**config.mk**
```make
export PLATFORM = sky130hd
export DESIGN_NAME = fsm_painter
export DESIGN_NICKNAME = d
export VERILOG_FILES = /design/src/rtl/fsm_painter_pkg.sv /design/src/rtl/fsm_painter_game_tick_gen.sv /design/src/rtl/fsm_painter.sv
export SDC_FILE = /design/constraint.sdc
export NUM_CORES = 1
export LEC_CHECK = 0
export ABC_AREA = 0
export BUFFER_PORTS_ARGS = -buffer_cell sky130_fd_sc_hd__buf_2
export CAP_MARGIN = 0
export CORE_MARGIN = 5
export CORE_UTILIZATION = 52
export CTS_CLUSTER_SIZE = 8
export DETAILED_ROUTE_END_ITERATION = 10
export PLACE_DENSITY = 0.87
export SLEW_MARGIN = 5
export SYNTH_ARGS = -nofsm -noshare
export SYNTH_HDL_FRONTEND = slang
export SYNTH_HIERARCHICAL = 1
export SYNTH_SLANG_ARGS = --single-unit
```
**constraint.sdc**
```tcl
create_clock -name clk -period 2.33 [get_ports clk]
set_input_delay 0.466 -clock clk [delete_from_list [all_inputs] [get_ports clk]]
set_output_delay 0.466 -clock clk [all_outputs]
set_load 0.005 [all_outputs]
```
**src/rtl/fsm_painter_pkg.sv**
```systemverilog
// Shared state encoding and width helpers for the fsm_painter controller and its helpers.
package fsm_painter_pkg;

    typedef enum logic [0:0] {
        ST_IDLE  = 1'b0,
        ST_CLEAR = 1'b1
    } state_e;

    // Index width for a range of n values; never below one bit so ports stay legal.
    function automatic int unsigned idx_w(input int unsigned n);
        return (n <= 1) ? 1 : $clog2(n);
    endfunction

    function automatic int unsigned clr_cnt_w(input int unsigned w, input int unsigned h);
        return idx_w(w * h);
    endfunction

endpackage

```
**src/rtl/fsm_painter_game_tick_gen.sv**
```systemverilog
// Free-running game tick: counts 0..TICK_DIV-1 and pulses tick for one cycle at the top count.
module game_tick_gen
    import fsm_painter_pkg::*;
#(
    parameter int unsigned TICK_DIV = 500000
) (
    input  logic clk,
    input  logic rst,
    output logic tick
);

    localparam int unsigned CW = idx_w(TICK_DIV);
    localparam logic [CW-1:0] CNT_LAST = CW'(TICK_DIV - 1);

    if (TICK_DIV < 2) begin : g_bad_div
        $error("game_tick_gen: TICK_DIV must be at least 2");
    end

    logic [CW-1:0] cnt_q;
    logic [CW-1:0] cnt_d;

    assign tick = (cnt_q == CNT_LAST);

    always_comb begin
        cnt_d = tick ? '0 : cnt_q + CW'(1);
    end

    always_ff @(posedge clk) begin
        if (rst) begin
            cnt_q <= '0;
        end else begin
            cnt_q <= cnt_d;
        end
    end

endmodule

```
**src/rtl/fsm_painter.sv**
```systemverilog
// Push-button pixel painter: moves a cursor and paints on game ticks, or sweep-clears the frame buffer.
// Define FSM_PAINTER_WRAP_EN to make the cursor wrap at the grid edges instead of saturating.
module fsm_painter
    import fsm_painter_pkg::*;
#(
    parameter int unsigned   AW       = 8,
    parameter int unsigned   DW       = 3,
    parameter int unsigned   SCREEN_W = 16,
    parameter int unsigned   SCREEN_H = 16,
    parameter int unsigned   TICK_DIV = 500000,
    parameter logic [DW-1:0] BG_COLOR = '0
) (
    input  logic                          clk,
    input  logic                          rst,
    input  logic                          btn_right,
    input  logic                          btn_left,
    input  logic                          btn_up,
    input  logic                          btn_down,
    input  logic                          btn_paint,
    input  logic                          btn_clear,
    input  logic [DW-1:0]                 color_sel,
    output logic [AW-1:0]                 mem_px_addr,
    output logic [DW-1:0]                 mem_px_data,
    output logic                          px_wr,
    output logic [idx_w(SCREEN_W)-1:0]    cursor_x,
    output logic [idx_w(SCREEN_H)-1:0]    cursor_y,
    output logic                          busy
);

    localparam int unsigned XW = idx_w(SCREEN_W);
    localparam int unsigned YW = idx_w(SCREEN_H);
    localparam int unsigned CW = clr_cnt_w(SCREEN_W, SCREEN_H);

    localparam logic [XW-1:0] X_MAX   = XW'(SCREEN_W - 1);
    localparam logic [YW-1:0] Y_MAX   = YW'(SCREEN_H - 1);
    localparam logic [CW-1:0] PX_LAST = CW'(SCREEN_W * SCREEN_H - 1);
    localparam logic [AW:0]   ROW_LEN = (AW + 1)'(SCREEN_W);

    if (longint'(SCREEN_W) * longint'(SCREEN_H) > (longint'(1) << AW)) begin : g_bad_geom
        $error("fsm_painter: SCREEN_W*SCREEN_H does not fit in 2**AW addresses");
    end

    state_e        state_q, state_d;
    logic [XW-1:0] x_q, x_d, nx;
    logic [YW-1:0] y_q, y_d, ny;
    logic [AW-1:0] addr_q, addr_d, paint_addr;
    logic [DW-1:0] data_q, data_d;
    logic          wr_q, wr_d;
    logic          busy_q, busy_d;
    logic          tick;

    game_tick_gen #(
        .TICK_DIV(TICK_DIV)
    ) u_tick (
        .clk (clk),
        .rst (rst),
        .tick(tick)
    );

    // Opposing buttons cancel; edge behaviour selects wrap or saturate.
    always_comb begin
        nx = x_q;
        if (btn_right && !btn_left) begin
            if (x_q == X_MAX) begin
`ifdef FSM_PAINTER_WRAP_EN
                nx = '0;
`else
                nx = x_q;
`endif
            end else begin
                nx = x_q + XW'(1);
            end
        end else if (btn_left && !btn_right) begin
            if (x_q == '0) begin
`ifdef FSM_PAINTER_WRAP_EN
                nx = X_MAX;
`else
                nx = x_q;
`endif
            end else begin
                nx = x_q - XW'(1);
            end
        end
    end

    always_comb begin
        ny = y_q;
        if (btn_down && !btn_up) begin
            if (y_q == Y_MAX) begin
`ifdef FSM_PAINTER_WRAP_EN
                ny = '0;
`else
                ny = y_q;
`endif
            end else begin
                ny = y_q + YW'(1);
            end
        end else if (btn_up && !btn_down) begin
            if (y_q == '0) begin
`ifdef FSM_PAINTER_WRAP_EN
                ny = Y_MAX;
`else
                ny = y_q;
`endif
            end else begin
                ny = y_q - YW'(1);
            end
        end
    end

    assign paint_addr = AW'((AW + 1)'(ny) * ROW_LEN + (AW + 1)'(nx));

    always_comb begin
        state_d = state_q;
        x_d     = x_q;
        y_d     = y_q;
        addr_d  = addr_q;
        data_d  = data_q;
        wr_d    = 1'b0;
        busy_d  = busy_q;
        case (state_q)
            ST_IDLE: begin
                if (tick) begin
                    if (btn_clear) begin
                        state_d = ST_CLEAR;
                        addr_d  = '0;
                        data_d  = BG_COLOR;
                        wr_d    = 1'b1;
                        busy_d  = 1'b1;
                    end else begin
                        x_d = nx;
                        y_d = ny;
                        if (btn_paint) begin
                            wr_d   = 1'b1;
                            addr_d = paint_addr;
                            data_d = color_sel;
                        end
                    end
                end
            end
            ST_CLEAR: begin
                // Ticks and buttons are deliberately ignored for the whole sweep.
                if (CW'(addr_q) == PX_LAST) begin
                    state_d = ST_IDLE;
                    busy_d  = 1'b0;
                    x_d     = '0;
                    y_d     = '0;
                end else begin
                    addr_d = AW'((AW + 1)'(addr_q) + (AW + 1)'(1));
                    wr_d   = 1'b1;
                end
            end
            default: begin
                state_d = ST_IDLE;
            end
        endcase
    end

    always_ff @(posedge clk) begin
        if (rst) begin
            state_q <= ST_IDLE;
            x_q     <= '0;
            y_q     <= '0;
            addr_q  <= '0;
            data_q  <= '0;
            wr_q    <= 1'b0;
            busy_q  <= 1'b0;
        end else begin
            state_q <= state_d;
            x_q     <= x_d;
            y_q     <= y_d;
            addr_q  <= addr_d;
            data_q  <= data_d;
            wr_q    <= wr_d;
            busy_q  <= busy_d;
        end
    end

    assign mem_px_addr = addr_q;
    assign mem_px_data = data_q;
    assign px_wr       = wr_q;
    assign cursor_x    = x_q;
    assign cursor_y    = y_q;
    assign busy        = busy_q;

endmodule
```
==> summary.txt <==
Layout
  • Layout area overhead: 13.4%
  • Multi-input logic area: 1490 um^2
  • Fill count: 381
  • Sequential Area: roughly 820 um^2
  • Final nets: 345
  • Fraction of layout cells with a size suffix above 1: a little under a fifth
  • Inserted Diodes: 0

Logic synthesis
  • Synth unique cells: between 60 and 70
  • Post-synth EDFFs: 0
  • Sequential share of the synthesized area: between 30% and 40%
  • Synth warn: 6
  • Post-Syn Instances: ~290
  • Flops & latches, synth: between 40 and 50
  • Post-synthesis net count: slightly above 300
  • Most common flop cell mapped by yosys: dfxtp_1
  • Synthesized area: between 2000 and 2500 um^2
  • Fraction of registers with async set or reset after synthesis: 0%
  • Syn_area_per_cell: about 8.2 um^2

Floorplanning
  • Die width: 78.1 um
  • Die area: about 6000 um^2
  • Initial Util: between 50% and 60%
  • Die height: ~78 um
  • I/O pin count: 32
  • # rows: 24
  • Core Footprint: approximately 4400 um^2

GRT
  • Gr ovfl total: 0
  • GRT Util Overall: between 15 and 20%
  • Antenna violations before repair: 0
  • Largest net degree at the start of global routing: 19
  • First-pass GRT wire length: around 9700 um
  • Number of global-route vias before repair: 2058

Routing
  • Drt total wl: 5780 um
  • Iteration-0 DRC Markers: 328
  • Drt via density: ~6.3
  • Residual DRC: 0
  • Per-cell routed wire length: about 15 um
  • Vias: about 2400
  • Final ANT Viol Nets: 0
  • Initial DRT Pass Iterations: 5

STA
  • Setup Skew: ~0.0084 ns
  • Final Max Slew Viols: 0
  • Tmin final: 2.16 ns
  • RSZ-0062 raised after global routing: false
  • Hold Worst Slack: 0.441 ns
  • Least-Margin Pin Slew: about 0.5 ns
  • Max Fclk: about 460 MHz
  • Max_slew headroom: 66.8%
  • Setup Viol. Count Final: 0
  • Final period utilization: just over 90%
  • Final count of hold timing violations: 0
  • Setup TNS: 0 ns

Clock tree
  • Clk root buf: clkbuf_8
  • Post-CTS Setup Repair Bufs: 0
  • H-tree depth: 2
  • Sink Count: a little over 40
  • Clock buffer depth: 2
  • Clock transition at path regs: around 0.080 ns
  • CTS tree: done
  • Num CTS Buffers: 5
  • Worst-Skew Late Latency: about 0.30 ns

Setup path
  • Crit path DAT: roughly 2.4 ns
  • Crit path required time: around 2.6 ns
  • Worst Path Max Fanout: 5
  • CP startpoint kind: flip-flop
  • Setup CP Type: flip-flop to flip-flop
  • Crit path capture type: flip-flop

Place
  • GPL Wtd Cong: 0.890
  • Final HPWL DP: 4160 um
  • IO buf count: 31

Power
  • Pleak: around 1.0 nW
  • Net Sw Frac: about 22%
  • Part of the power in registers: a little over half
  • Switching pwr: between 200 and 300 uW
  • Comb power frac: slightly below 5%
  • Pint: 1.04 mW
  • Power Density: around 500 nW/um^2
  • Clock share of power: 41.9%
  • Max rail drop VDD: between 400 and 500 uV
  • Pwr Total: between 1 and 1.5 mW

Min path
  • Hold Path Class: input pin to flip-flop

Job
  • Max_cap viols: 0

Status
  • Status: finished clean
[per-layer routing]
layer	part of all wire, %	GRT usage [%]
met5	0	0
met4	1.6	8.22
met3	6.9	3.43
met2	45	29.5
met1	46	26.7
[synth_stat cells (2+ instances only)]
library cell  number  area, um^2
clkbuf_1           3        11.3
o21ai_1            3        15.0
nor3b_1            2        15.0
o31ai_1            3        22.5
or3_1              2        12.5
buf_4              3        22.5
a21oi_2            2        17.5
nand4b_1           3        26.3
ha_1               6        75.1
a211oi_1           2        15.0
xor2_1             4        35.0
a21oi_1           15        75.1
and3_1             2        12.5
nor4_1             7        43.8
nand3_1           17        85.1
a211o_1            2        17.5
nand4_1           12        75.1
nand3b_1           2        15.0
dfxtp_1           41         821
nand2_1           28         105
a31oi_1            5        31.3
inv_1             10        37.5
a22oi_1            4        30.0
nor2_1            35         131
and4b_1            2        20.0
xnor2_1           15         131
nor2b_1            6        37.5
or3b_1             3        26.3
buf_2              6        30.0
nor3_1             9        45.0
a311oi_1           3        26.3
or4_4              2        22.5
o21ai_0            6        30.0
[registers in the layout (all words and copies together) (netlist names)]
| name | cells |
|---|---|
| cursor_y | 4 |
| state_q | 1 |
| u_tick/cnt_q | 19 |
| px_wr | 1 |
| cursor_x | 4 |
| mem_px_addr | 8 |
| mem_px_data | 3 |
| busy | 1 |
[final timing paths]
path                                  startpoint             end  slack, ns  cells after the start
worst max-delay path            u_tick/cnt_q[12]  mem_px_addr[3]       0.17                      8
worst min-delay path                color_sel[0]  mem_px_data[0]       0.44                      3
worst max register to register  u_tick/cnt_q[12]  mem_px_addr[3]       0.17                      8
worst min register to register    mem_px_data[2]  mem_px_data[2]       0.45                      2
[what timing repair did]
| item | in CTS | in global routing |
|---|---|---|
| gates resized for setup | 0 | 1 |
| setup endpoints to repair | 0 | 9 |
| hold buffers | 0 | 0 |
[layout make-up]
cell class | instances | area share [%]
clock inverter | 2 | 1.28
inverter | 10 | 1.37
multi-input combinational | 230 | 54.3
clock buffer | 5 | 2.51
timing repair buffer | 40 | 8.14
sequential | 41 | 30.0
tap | 52 | 2.38
[logic make-up after synthesis]
family	after synthesis	share of synthesized area (%)
simple gates	141	31.2
compound gates	63	19.7
flops	41	34.0
buf+inv	23	4.66
xor+xnor	19	6.89
fa+ha+maj	6	3.11
mux	1	0.415
[worst max-delay path, cell delays in order, from the launching register on]
cell and delay [ns]:
dfxtp_1 0.37, nor4_2 0.28, nand4_1 0.20, nor4_1 0.32, buf_4 0.17, and2_1 0.16
nand2_1 0.09, or3b_1 0.35, a31oi_1 0.15
[cell usage in the layout (no fill, tap or decap), types with 9 or more instances in the layout]
cell type   n
nand2_1    28
xnor2_1    15
a21oi_1    15
dfxtp_1    41
buf_2      31
nand4_1    12
buf_4       9
nand3_1    17
nor3_1      9
inv_1      10
nor2_1     35
[through the flow]
| stage | setup WS, ns | util, % | area [um^2] | instances |
|---|---|---|---|---|
| finish | 0.173 | 61.6 | 2740 | 380 |
| global route | 0.00574 | 61.6 | 2740 | 380 |
| CTS | 0.140 | 61.5 | 2730 | 380 |
| detailed placement | 0.184 | 59.1 | 2630 | 373 |
| global placement | 0.219 | 59.1 | 2630 | 373 |
| floorplan | 0.138 | - | 2410 | 294 |
[power by group through the flow]
stage	Clock (mW)	Combinational [mW]	Sequential, mW
after detailed placement	0	0.0642	0.727
after floorplan	0	0.0451	0.724
after global routing	0.596	0.0728	0.711
final	0.559	0.0654	0.710
after global placement	0	0.0628	0.727
after CTS	0.565	0.0649	0.710
Power figures use the tool's default switching activity.
